==> src/rtl/conv_y_pool.sv <==
// conv_y_pool
//   Downstream stage of the convolution top. Takes one signed y sample per
//   valid/ready handshake, optionally clamps negatives to zero (ReLU), and
//   max-pools non-overlapping pairs within a frame of Y_COUNT samples. With an
//   odd Y_COUNT the final sample of a frame is emitted on its own. Results go
//   through a small first-word-fall-through FIFO to a valid/ready master port.
//   The final result of every frame carries an end-of-frame flag.
//
// Ports
//   clk          : single clock, rising edge
//   reset        : synchronous, active high
//   s_valid_y    : upstream sample valid
//   s_ready_y    : sample accepted this cycle when s_valid_y is also high
//   s_data_in_y  : signed y sample, ACC_SIZE bits
//   m_valid_z    : pooled result valid (FIFO not empty)
//   m_ready_z    : downstream accepts the result
//   m_data_out_z : signed pooled result (0 while the FIFO is empty)
//   m_last_z     : marks the final result of a frame (0 while empty)

module conv_y_pool #(
  parameter int unsigned ACC_SIZE   = 21,
  parameter int unsigned Y_COUNT    = 97,
  parameter int unsigned FIFO_DEPTH = 4,
  parameter bit          RELU_EN    = 1'b1
) (
  input  logic                clk,
  input  logic                reset,
  input  logic                s_valid_y,
  output logic                s_ready_y,
  input  logic [ACC_SIZE-1:0] s_data_in_y,
  output logic                m_valid_z,
  input  logic                m_ready_z,
  output logic [ACC_SIZE-1:0] m_data_out_z,
  output logic                m_last_z
);

  localparam int unsigned CNT_W  = (Y_COUNT > 1) ? $clog2(Y_COUNT) : 1;
  localparam int unsigned PTR_W  = (FIFO_DEPTH > 1) ? $clog2(FIFO_DEPTH) : 1;
  localparam int unsigned FCNT_W = PTR_W + 1;

  localparam logic [CNT_W-1:0]  LAST_IDX = CNT_W'(Y_COUNT - 1);
  localparam logic [FCNT_W-1:0] DEPTH    = FCNT_W'(FIFO_DEPTH);

  typedef enum logic {
    ST_EMPTY = 1'b0,
    ST_HOLD  = 1'b1
  } state_e;

  // ---------------------------------------------------------------------------
  // State
  // ---------------------------------------------------------------------------
  state_e              state_q, state_d;
  logic [CNT_W-1:0]    in_cnt_q, in_cnt_d;
  logic [ACC_SIZE-1:0] hold_q, hold_d;

  // FIFO entry layout: {last, data}
  logic [ACC_SIZE:0]   fifo_q [FIFO_DEPTH];
  logic [PTR_W-1:0]    wr_ptr_q, wr_ptr_d;
  logic [PTR_W-1:0]    rd_ptr_q, rd_ptr_d;
  logic [FCNT_W-1:0]   count_q, count_d;

  // ---------------------------------------------------------------------------
  // Handshakes
  // ---------------------------------------------------------------------------
  logic accept, pop, push;
  logic [ACC_SIZE:0] push_entry;

  // Ready depends on the registered count only, so there is no combinational
  // path from m_ready_z. A full FIFO stalls every input, even one that would
  // only fill the pair register.
  assign s_ready_y = !reset && (count_q < DEPTH);
  assign accept    = s_valid_y && s_ready_y;
  assign m_valid_z = (count_q != '0);
  assign pop       = m_valid_z && m_ready_z;

  // ---------------------------------------------------------------------------
  // ReLU and pair maximum
  // ---------------------------------------------------------------------------
  logic [ACC_SIZE-1:0] y_v;
  logic [ACC_SIZE-1:0] pair_max;
  logic                is_tail;

  assign y_v      = (RELU_EN && s_data_in_y[ACC_SIZE-1]) ? '0 : s_data_in_y;
  // Ties keep hold_q; the two values are identical in that case anyway.
  assign pair_max = ($signed(y_v) > $signed(hold_q)) ? y_v : hold_q;
  assign is_tail  = (in_cnt_q == LAST_IDX);

  // ---------------------------------------------------------------------------
  // Pair FSM and frame counter
  // ---------------------------------------------------------------------------
  always_comb begin
    state_d    = state_q;
    in_cnt_d   = in_cnt_q;
    hold_d     = hold_q;
    push       = 1'b0;
    push_entry = '0;

    if (accept) begin
      in_cnt_d = is_tail ? '0 : in_cnt_q + CNT_W'(1);
      unique case (state_q)
        ST_EMPTY: begin
          if (is_tail) begin
            // Odd frame length: the last sample has no partner and leaves alone.
            push       = 1'b1;
            push_entry = {1'b1, y_v};
          end else begin
            hold_d  = y_v;
            state_d = ST_HOLD;
          end
        end
        ST_HOLD: begin
          push       = 1'b1;
          push_entry = {is_tail, pair_max};
          state_d    = ST_EMPTY;
        end
        default: state_d = ST_EMPTY;
      endcase
    end
  end

  always_ff @(posedge clk) begin
    if (reset) begin
      state_q  <= ST_EMPTY;
      in_cnt_q <= '0;
      hold_q   <= '0;
    end else begin
      state_q  <= state_d;
      in_cnt_q <= in_cnt_d;
      hold_q   <= hold_d;
    end
  end

  // ---------------------------------------------------------------------------
  // Output FIFO
  // ---------------------------------------------------------------------------
  // A push always comes from an accept, which already required count < DEPTH,
  // so a push is never issued against a full FIFO. A simultaneous push and pop
  // leaves the count unchanged while both pointers advance.
  always_comb begin
    wr_ptr_d = wr_ptr_q;
    rd_ptr_d = rd_ptr_q;
    count_d  = count_q;
    if (push) wr_ptr_d = wr_ptr_q + PTR_W'(1);
    if (pop)  rd_ptr_d = rd_ptr_q + PTR_W'(1);
    unique case ({push, pop})
      2'b10:   count_d = count_q + FCNT_W'(1);
      2'b01:   count_d = count_q - FCNT_W'(1);
      default: count_d = count_q;
    endcase
  end

  always_ff @(posedge clk) begin
    if (reset) begin
      wr_ptr_q <= '0;
      rd_ptr_q <= '0;
      count_q  <= '0;
    end else begin
      wr_ptr_q <= wr_ptr_d;
      rd_ptr_q <= rd_ptr_d;
      count_q  <= count_d;
    end
  end

  // Storage needs no reset: every read is qualified by count_q.
  always_ff @(posedge clk) begin
    if (push) fifo_q[wr_ptr_q] <= push_entry;
  end

  logic [ACC_SIZE:0] head;
  assign head         = m_valid_z ? fifo_q[rd_ptr_q] : '0;
  assign m_data_out_z = head[ACC_SIZE-1:0];
  assign m_last_z     = head[ACC_SIZE];

endmodule
==> config.mk <==
export PLATFORM = sky130hd
export DESIGN_NAME = conv_y_pool
export DESIGN_NICKNAME = d
export VERILOG_FILES = /design/src/rtl/conv_y_pool.sv
export SDC_FILE = /design/constraint.sdc
export NUM_CORES = 1
export LEC_CHECK = 0
export CAP_MARGIN = 20
export CORE_MARGIN = 10
export CORE_UTILIZATION = 52
export DETAILED_ROUTE_END_ITERATION = 7
export GPL_TIMING_DRIVEN = 0
export PLACE_DENSITY = 0.76
export SKIP_LAST_GASP = 1
export SLEW_MARGIN = 20
export SYNTH_ARGS = -nofsm -noshare
export SYNTH_HDL_FRONTEND = slang
export SYNTH_SLANG_ARGS = --single-unit
==> constraint.sdc <==
create_clock -name clk -period 2.6 [get_ports clk]
set_input_delay 0.39 -clock clk [delete_from_list [all_inputs] [get_ports clk]]
set_output_delay 0.39 -clock clk [all_outputs]
set_load 0.1 [all_outputs]
==> flow_summary_export.csv, run 1 <==
group,metric,value,unit
run_status,outcome,"completed",
place,gp_congestion,0.845,
floorplan,die_h,124,um
clock_tree,htree_levels,4,
drt,dr.pass1.iters,5,
critical_path,startpoint_type,"register",
drt,drt-initial-drc-count,210,
drt,final_antenna_net_count,0,
power,leakage,2.74,nW
power,ir_worst_vdd,472,uV
finish,layout-drive-gt1-share,28.0,%
min_path,min_path_type,"in -> reg",
power,power,5.56,mW
global_route,use_met3,4.04,%
clock_tree,path_clk_slew,0.06,ns
clock_tree,cts.sinks,121,
drt,avgViaCountPerCell,5.38,
synthesis,synth_edf_count,84,
global_route,use_met1,18.9,%
floorplan,io_pins,49,
synthesis,yosysMostFrequentCell,"edfxtp_1",
synthesis,seq_area_frac_synth,57.7,%
global_route,grtUsageMet2,26.4,%
sta,post-route-period-util,97.4,%
place,hpwlAfterDp,8.15,mm
global_route,grt_pass1_vias,3879,
finish,layout.nets,581,
finish,finalNonFillerCells,682,
global_route,grt_start_max_net_pins,22,
floorplan,initial_utilization,52.6,%
global_route,antenna_found_initial,0,
synthesis,yosysWarnings,0,
synthesis,synthFlopType,"edfxtp_1",
critical_path,cp.required,2.86,ns
sta,min_period,2.53,ns
sta,tightestPinTransition,0.968,ns
sta,hold_viol_final,0,
global_route,gr-total-overflow,0,
sta,whs,0.289,ns
clock_tree,clk_path_buf_depth,2,
floorplan,die_x,124,um
flow_run,cap_viol_max_count,0,
place,dp_cells,646,
clock_tree,cts-buffers-inserted,17,
clock_tree,clock_latency,0.52,ns
synthesis,syn_area,0.00565,mm^2
synthesis,async_reset_ff_share,0,%
sta,fmax,0.395,GHz
sta,max-slew-margin-rel,35.7,%
synthesis,synthDistinctLibCells,42,
critical_path,cp_max_fo,5,
sta,setup_viol,0,
drt,wirelength,12.1,mm
global_route,grt_pass1_wl,19.5,mm
drt,wl_per_cell,17.8,um
global_route,busiest_layer,"met2",
synthesis,ys_ff_latch,121,
critical_path,endpoint_kind,"register",
drt,vias,3667,
floorplan,core,0.0107,mm^2
critical_path,cp.arrival,2.79,ns
synthesis,synth_top_area_share,44.6,%
clock_tree,cts-root-buf,"clkbuf_8",
drt,route.detailed.drc,0,
synthesis,synthTopCellsByArea,"edfxtp_1 (45%), dfxtp_1 (13%), mux4_2 (8.4%), ha_1 (5.5%), nand2_1 (3.2%)",
sta,final-max-slew-violation-count,0,
critical_path,path_class,"reg -> reg",
synthesis,syn_inst,459,
synthesis,yosysTopAreaCell,"edfxtp_1",
finish,syn_to_final_growth,29.3,%
sta,rsz0062_at_grt,"false",
floorplan,rows,38,
synthesis,ys_top_cells_by_count,"edfxtp_1 (84), nand2_1 (48), inv_1 (43)",
floorplan,dieArea,0.0154,mm^2
place,io_buffers,47,
sta,clock_skew,0.00896,ns
clock_tree,cts_tree,"built",
synthesis,syn_nets,510,
global_route,grtUsageTotal,15.6,%
sta,tns,0,ns
synthesis,syn-mean-instance-area,12.3,um^2
power,power_density,760,mW/mm^2
finish,diodes,0,
==> power breakdown <==
| group | internal (mW) | leakage, nW | switching (mW) |
|---|---|---|---|
| clock network | 1.25 | 0.252 | 0.824 |
| logic | 0.377 | 1.32 | 0.982 |
| registers | 2.08 | 1.17 | 0.0335 |
==> per-layer routing <==
metal  share of wire, %  vias up
li1                   -     1786
met1                 43     1802
met2                 52       62
met3                3.2       17
met4                1.6        0
met5                  0        -
==> layout make-up <==
type	count	area (um^2)
multi-input combinational	275	2540
fill	747	3440
timing repair buffer	53	483
tap	140	175
buffer	19	144
sequential	121	3270
clock buffer	19	422
clock inverter	12	103
inverter	43	164
==> repair_timing <==
action	in CTS	in global routing
resized for setup	136	39
cloned	0	1
hold buffers	0	0
buffers inserted	3	2
endpoints found under the setup margin	189	98
pin swaps	4	6
==> sequential cells by signal, indices dropped and copies added, names as in the netlist, named ones only <==
| signal | cells |
|---|---|
| in_cnt_q | 7 |
| wr_ptr_q | 2 |
| rd_ptr_q | 2 |
| count_q | 3 |
| fifo_q | 84 |
| hold_q | 20 |
| state_q | 1 |
==> logic make-up after synthesis <==
family,Yosys count,share of synthesized area [%]
XOR/XNOR,9,1.39
adder cells (fa/ha/maj),26,5.89
other,1,0.0664
flip-flops,121,57.7
buffers and inverters,63,4.58
AO/OA/AOI/OAI,69,8.48
AND/OR/NAND/NOR,149,13.5
multiplexers,21,8.37
==> cells in the final DEF (no fill, tap or decap), types with 5 or more instances in the layout <==
| cell | count |
|---|---|
| edfxtp_1 | 84 |
| nand2_1 | 48 |
| inv_1 | 39 |
| dfxtp_1 | 30 |
| a21oi_1 | 28 |
| and2_1 | 24 |
| nor2_1 | 23 |
| mux4_2 | 21 |
| ha_1 | 20 |
| clkdlybuf4s50_1 | 18 |
| clkbuf_16 | 17 |
| nand2b_1 | 14 |
| clkbuf_1 | 11 |
| buf_2 | 11 |
| o2bb2ai_4 | 10 |
| clkbuf_4 | 9 |
| o2bb2ai_2 | 8 |
| nand2b_4 | 7 |
| xor2_1 | 6 |
| dfxtp_2 | 6 |
| or3_1 | 5 |
| o21ai_0 | 5 |
| buf_4 | 5 |
| dlymetal6s2s_1 | 5 |
==> worst paths after layout <==
path         cells after the start                 endpoint               startpoint  slack, ns
max                             11  fifo_q[3][10]$_DFFE_PP_  hold_q[17]$_SDFFE_PP0P_       0.07
min                              5   hold_q[3]$_SDFFE_PP0P_           s_data_in_y[3]       0.29
max reg2reg                     11  fifo_q[3][10]$_DFFE_PP_  hold_q[17]$_SDFFE_PP0P_       0.07
min reg2reg                      2   hold_q[5]$_SDFFE_PP0P_   hold_q[5]$_SDFFE_PP0P_       0.48
==> through the flow <==
step | cell area (um^2) | utilization [%] | setup slack [ns]
finish | 7310 | 68.0 | 0.0669
global route | 7310 | 68.0 | 0.00198
CTS | 7190 | 66.9 | -0.173
detailed placement | 6620 | 61.6 | -1.00
global placement | 6620 | 61.6 | -0.988
floorplan | 5980 | - | -0.00841
==> critical path, cell delays in order, from the launching register on <==
cell	delay, ns
dfxtp_2	0.36
inv_1	0.08
ha_4	0.23
and3_4	0.18
a221oi_2	0.25
o21ai_1	0.15
a31oi_1	0.20
nand3_2	0.19
a31oi_4	0.24
buf_6	0.15
clkbuf_16	0.17
o2bb2ai_4	0.07
Note: power is estimated with default switching activity, not from simulation.
==> run 2, diff against run 1 <==
==> config.mk (replaced) <==
export PLATFORM = sky130hd
export DESIGN_NAME = conv_y_pool
export DESIGN_NICKNAME = d
export VERILOG_FILES = /design/src/rtl/conv_y_pool.sv
export SDC_FILE = /design/constraint.sdc
export NUM_CORES = 1
export LEC_CHECK = 0
export CAP_MARGIN = 15
export CORE_MARGIN = 10
export CORE_UTILIZATION = 58
export DETAILED_ROUTE_END_ITERATION = 7
export GPL_TIMING_DRIVEN = 0
export PLACE_DENSITY = 0.8
export SKIP_LAST_GASP = 1
export SYNTH_ARGS = -nofsm -noshare
export SYNTH_HDL_FRONTEND = slang
export SYNTH_SLANG_ARGS = --single-unit
==> constraint.sdc (replaced) <==
create_clock -name clk -period 2.45 [get_ports clk]
set_input_delay 0.3675 -clock clk [delete_from_list [all_inputs] [get_ports clk]]
set_output_delay 0.3675 -clock clk [all_outputs]
set_load 0.1 [all_outputs]
==> run 2 against run 1 <==
The run now ends with negative setup slack left. Design area increased by 6.1%. Setup slack got worse by 0.32 ns. Register-to-register slack got worse by 0.32 ns. Worst hold slack improved by 0.15 ns. Clock skew increased by 0.0011 ns. Non-clock buffer count increased by 19. Utilization increased by 15 points. Final cell count increased by 1.2%. Die area decreased by 8.7%. Sequential power increased by 7%. Sequential share of layout area decreased by 2.5 points.
==> flow_summary_export.csv, run 2 (synthesized netlist as in run 1, its figures left out) <==
group,metric,value,unit
clock_tree,ctsHoldBuffers,0,
clock_tree,path_clk_slew,0.06,ns
sta,min_period,2.70,ns
sta,fmax,0.370,GHz
critical_path,path_class,"reg -> reg",
sta,tightestPinTransition,0.965,ns
clock_tree,cts-root-buf,"clkbuf_8",
min_path,min_path_type,"in -> reg",
drt,wl_per_cell,26.1,um
power,ir_worst_vdd,429,uV
place,gp_congestion,0.854,
drt,avgViaCountPerCell,6.41,
drt,vias,4420,
min_path,whs_path_depth,5,
finish,layout-drive-gt1-share,35.7,%
sta,post-route-period-util,110,%
finish,reg_top3,"fifo_q (84), hold_q (20), in_cnt_q (7)",
drt,dr.pass1.iters,7,
global_route,grtUsageTotal,22.5,%
critical_path,cp_max_fo,5,
critical_path,cp.arrival,3.06,ns
drt,final_antenna_net_count,0,
sta,whs,0.435,ns
global_route,grt_start_max_net_pins,22,
place,dp_cells,635,
sta,final-max-slew-violation-count,0,
drt,route.detailed.drc,0,
floorplan,die_h,119,um
power,power_density,828,mW/mm^2
drt,wirelength,18.0,mm
finish,most-common-layout-cells,"edfxtp_1 (84), nand2_1 (48), buf_4 (39), inv_1 (30), a21oi_1 (28)",
place,place_worst_setup_slack,-1.25,ns
finish,final_common_cell,"edfxtp_1",
sta,clock_skew,0.0101,ns
critical_path,startpoint_type,"register",
finish,layout.nets,600,
finish,n_fill_cell,441,
run_status,violations,"negative setup slack",
finish,syn_to_final_growth,37.2,%
critical_path,cp.required,2.80,ns
sta,tns,-17.44,ns
clock_tree,htree_levels,4,
global_route,gr-total-overflow,0,
floorplan,die_x,119,um
floorplan,initial_utilization,60.3,%
flow_run,cap_viol_max_count,0,
place,io_buffers,47,
critical_path,r2r-start,"hold_q[9]$_SDFFE_PP0P_",
sta,setup_viol,82,
global_route,grt_pass1_vias,4483,
floorplan,io_pins,49,
critical_path,rr_endpoint,"fifo_q[2][19]$_DFFE_PP_",
finish,fin_util,82.8,%
finish,finalNonFillerCells,690,
run_status,outcome,"complete, but fails checks",
finish,largest_register_ffs,84,
clock_tree,cts-buffers-inserted,17,
clock_tree,clock_latency,0.53,ns
sta,max-slew-margin-rel,35.9,%
sta,setup_ws,-0.254,ns
sta,rsz0062_at_grt,"true",
critical_path,endpoint_kind,"register",
clock_tree,cts.sinks,121,
min_path,hold_path_end,"hold_q[18]$_SDFFE_PP0P_",
power,leakage,2.89,nW
finish,regMostFlops,"fifo_q",
floorplan,rows,35,
global_route,grt_pass1_wl,24.6,mm
floorplan,core,0.00937,mm^2
finish,diodes,0,
clock_tree,clk_path_buf_depth,2,
min_path,hp-start,"s_data_in_y[18]",
critical_path,rr_worst_depth,9,
floorplan,dieArea,0.0141,mm^2
clock_tree,cts_tree,"built",
place,hpwlAfterDp,8.49,mm
global_route,antenna_found_initial,0,
drt,drt-initial-drc-count,620,
critical_path,rrSetupSlack,-0.25,ns
sta,hold_viol_final,0,
[run 2: cell count changes in the layout (fill, tap and decap cells not counted), sizes merged]
cell,before,now
bufbuf,0,1
buf,24,52
clkbuf,41,31
bufinv,1,3
dlymetal6s2s,5,0
clkdlybuf4s15,2,0
clkdlybuf4s50,18,17
dlygate4sd2,1,7
[run 2: repair_timing]
item,in CTS,in global routing
setup endpoints to repair,193,112
resized for setup,208,59
buffers inserted,19,5
pin swaps,8,18
cloned,3,0
[run 2: final cells by class]
class / instances / area, um^2 / area share (%)
Sequential cell: 121 / 3280 / 42.3
Inverter: 43 / 164 / 2.11
Buffer: 18 / 146 / 1.89
Multi-Input combinational cell: 275 / 2750 / 35.4
Clock buffer: 17 / 414 / 5.34
Tap cell: 129 / 161 / 2.08
Timing Repair Buffer: 73 / 666 / 8.58
Clock inverter: 14 / 175 / 2.26
[run 2: power breakdown]
part	leakage [nW]	internal, mW	switching (mW)
Clock	0.281	1.55	0.981
Sequential	1.17	2.21	0.0461
Combinational	1.44	0.487	1.14
[run 2: routing by layer]
layer	part of all wire, %	global-route usage (%)	up-vias
met5	0	0	-
met4	5.7	12.1	0
met3	8.4	5.47	97
met2	51	39.5	328
met1	35	24.7	2175
li1	-	-	1820
[run 2: worst max path at each step]
stage / start / slack, ns / end / cells past startpoint
after floorplan: s_data_in_y[20] / -0.1 / fifo_q[0][11]$_DFFE_PP_ / 12
after global placement: s_data_in_y[20] / -1.07 / fifo_q[0][14]$_DFFE_PP_ / 12
after detailed placement: s_data_in_y[20] / -1.25 / fifo_q[0][14]$_DFFE_PP_ / 12
after CTS: count_q[2]$_SDFFE_PP0P_ / -0.03 / m_data_out_z[8] / 4
after global routing: s_data_in_y[12] / -0.29 / fifo_q[3][6]$_DFFE_PP_ / 12
final: hold_q[9]$_SDFFE_PP0P_ / -0.25 / fifo_q[2][19]$_DFFE_PP_ / 9
[run 2: worst max-delay path: stages (launching register included)]
cell and delay, ns:
dfxtp_2 0.38, inv_1 0.10, ha_1 0.35, nand4_1 0.26
a211oi_1 0.51, o31ai_2 0.12, nand3_2 0.15, a31oi_4 0.13
bufbuf_16 0.32, o2bb2ai_4 0.21
[run 2: per-stage QoR]
step | cell area (um^2) | power, mW
after floorplan | 5800 | 3.40
after global placement | 6430 | 3.72
after detailed placement | 6430 | 3.75
after CTS | 7490 | 6.25
after global routing | 7760 | 6.55
final | 7760 | 6.42
==> run 3, diff against run 2 <==
--- a/config.mk
+++ b/config.mk
@@ -6,6 +6,7 @@
 export NUM_CORES = 1
 export LEC_CHECK = 0
 export CAP_MARGIN = 15
+export CORE_ASPECT_RATIO = 1.5
 export CORE_MARGIN = 10
 export CORE_UTILIZATION = 58
 export DETAILED_ROUTE_END_ITERATION = 7
==> run 3 against run 2 <==
The run still ends with negative setup slack left. Clock skew hardly changed. First-iteration DRC count down 30%. Die area is 0.57% higher. Fmax up 3.3%. Critical path depth increased by 2. Register-to-register slack improved by 0.09 ns. Design area is 2.5% higher. Global-route usage fell by 1.0 points. Sequential power about the same. Via count shrank 2.8%. Critical path type unchanged.
==> flow_summary_export.csv, run 3 (synthesized netlist as in run 1, its figures left out) <==
group,metric,value,unit
global_route,grtUsageTotal,21.5,%
sta,clock_skew,0.00980,ns
sta,post-route-period-util,107,%
finish,reg_top3,"fifo_q (84), hold_q (20), in_cnt_q (7)",
finish,most-common-layout-cells,"edfxtp_1 (84), nand2_1 (47), buf_4 (32), inv_1 (30), a21oi_1 (26)",
drt,wl_per_cell,25.1,um
finish,layout-drive-gt1-share,36.7,%
floorplan,die_h,141,um
min_path,min_path_type,"in -> reg",
critical_path,cp_num_buf_inv,4,
global_route,antenna_found_initial,0,
power,power_density,824,mW/mm^2
drt,dr.pass1.iters,6,
clock_tree,cts-root-buf,"clkbuf_16",
finish,finalNonFillerCells,684,
global_route,grt_pass1_wl,23.4,mm
finish,diodes,0,
finish,largest_register_ffs,84,
critical_path,critPathTopFamily,"compound AO/OA/AOI/OAI gates",
drt,route.detailed.drc,0,
finish,fin_area,0.00795,mm^2
place,placed_area,0.00641,mm^2
sta,fmax,0.382,GHz
critical_path,cp.arrival,2.87,ns
drt,drt-initial-drc-count,435,
finish,layout.nets,607,
sta,tightestPinTransition,0.968,ns
sta,hold_viol_final,0,
power,leakage,3.00,nW
clock_tree,path_clk_slew,0.06,ns
floorplan,io_pins,49,
critical_path,cp.required,2.70,ns
floorplan,dieArea,0.0142,mm^2
finish,final_common_cell,"edfxtp_1",
sta,min_period,2.62,ns
finish,regMostFlops,"fifo_q",
drt,vias,4295,
critical_path,startpoint_type,"register",
sta,rsz0062_at_grt,"true",
power,ir_worst_vdd,870,uV
sta,max-slew-margin-rel,35.4,%
critical_path,slowest_stage,"dfxtp_4",
finish,syn_to_final_growth,40.6,%
clock_tree,ctsHoldBuffers,0,
place,dp_cells,621,
drt,avgViaCountPerCell,6.28,
global_route,grt_pass1_vias,4315,
floorplan,initial_utilization,59.0,%
drt,final_antenna_net_count,0,
flow_run,cap_viol_max_count,0,
run_status,outcome,"complete, but fails checks",
critical_path,cpPeakStageDelay,0.38,ns
clock_tree,cts-buffers-inserted,17,
drt,wirelength,17.2,mm
critical_path,cp_cell_sequence,"inv_1 -> ha_1 -> o21ai_0 -> nor2_1 -> o31ai_2 -> nand3_2 -> buf_6 -> a21oi_4 -> buf_6 -> buf_16 -> o2bb2ai_4",
place,place_worst_setup_slack,-1.12,ns
place,gp_congestion,0.897,
clock_tree,clock_latency,0.43,ns
floorplan,die_x,101,um
clock_tree,clk_path_buf_depth,2,
sta,setup_viol,72,
global_route,gr-total-overflow,0,
clock_tree,cts.sinks,121,
clock_tree,cts_tree,"built",
run_status,violations,"negative setup slack",
place,io_buffers,47,
global_route,grt_start_max_net_pins,22,
floorplan,rows,44,
critical_path,crit_top_cell,"buf_6",
floorplan,core,0.00958,mm^2
critical_path,endpoint_kind,"register",
clock_tree,htree_levels,4,
sta,setup_ws,-0.167,ns
place,hpwlAfterDp,8.21,mm
critical_path,path_class,"reg -> reg",
sta,final-max-slew-violation-count,0,
critical_path,cp_max_fo,5,
==> run 3: cell types whose count changed in the layout (fill, tap and decap cells not counted), moves of 4 or more <==
cell,previous run,this run
dfxtp_2,11,6
clkbuf_1,7,13
buf_4,39,32
dfxtp_4,2,6
buf_6,3,9
dlymetal6s2s_1,0,4
buf_2,3,8
==> run 3: timing repair <==
action,in CTS,in global routing
cloned,3,0
setup buffers,11,18
endpoints found under the setup margin,189,113
gates resized for setup,180,89
pin swaps,5,34
==> run 3: final timing paths <==
kind / startpoint / endpoint / slack [ns] / cells past startpoint
hold reg to reg: hold_q[3]$_SDFFE_PP0P_ / hold_q[3]$_SDFFE_PP0P_ / 0.49 / 2
hold / removal: s_data_in_y[11] / hold_q[11]$_SDFFE_PP0P_ / 0.45 / 5
setup reg to reg: hold_q[11]$_SDFFE_PP0P_ / fifo_q[2][17]$_DFFE_PP_ / -0.17 / 11
setup / recovery: hold_q[11]$_SDFFE_PP0P_ / fifo_q[2][17]$_DFFE_PP_ / -0.17 / 11
==> run 3: power by group <==
| part | switching [mW] | internal, mW | leakage (nW) |
|---|---|---|---|
| registers | 0.0422 | 2.21 | 1.17 |
| clock network | 0.968 | 1.70 | 0.292 |
| logic | 1.15 | 0.484 | 1.54 |
==> run 3: final cells by class <==
| type | instances | area, um^2 |
|---|---|---|
| plain buffers | 19 | 143 |
| clock buffers | 21 | 440 |
| clock inverters | 11 | 171 |
| fillers | 441 | 1630 |
| inverters | 43 | 171 |
| multi-input cells | 275 | 2830 |
| flip-flops and latches | 121 | 3290 |
| well taps | 115 | 144 |
| repair buffers | 79 | 753 |
==> run 3: worst register-to-register path, cell delays in order (launching register included) <==
cell and delay (ns):
dfxtp_4 0.38, inv_1 0.06, ha_1 0.30, o21ai_0 0.31, nor2_1 0.13, o31ai_2 0.28
nand3_2 0.14, buf_6 0.16, a21oi_4 0.24, buf_6 0.16, buf_16 0.13, o2bb2ai_4 0.15
==> run 3: through the flow <==
stage          TNS, ns  power (mW)  hold slack [ns]  utilization (%)
4_1_cts          -5.46        6.32            0.490             77.5
3_5_place_dp   -136.82        3.74            0.464             66.9
2_1_floorplan    -3.75        3.40            0.450                -
6_report         -9.29        6.55            0.450             83.0
5_1_grt         -13.55        6.70            0.466             83.0
3_3_place_gp   -128.06        3.72            0.456             66.9
==> run 3: per-layer routing <==
metal	global-route usage, %	part of all wire, %
met1	23.8	36
met2	36.7	52
met3	6.02	6.7
met4	10.2	5.4
met5	0	0
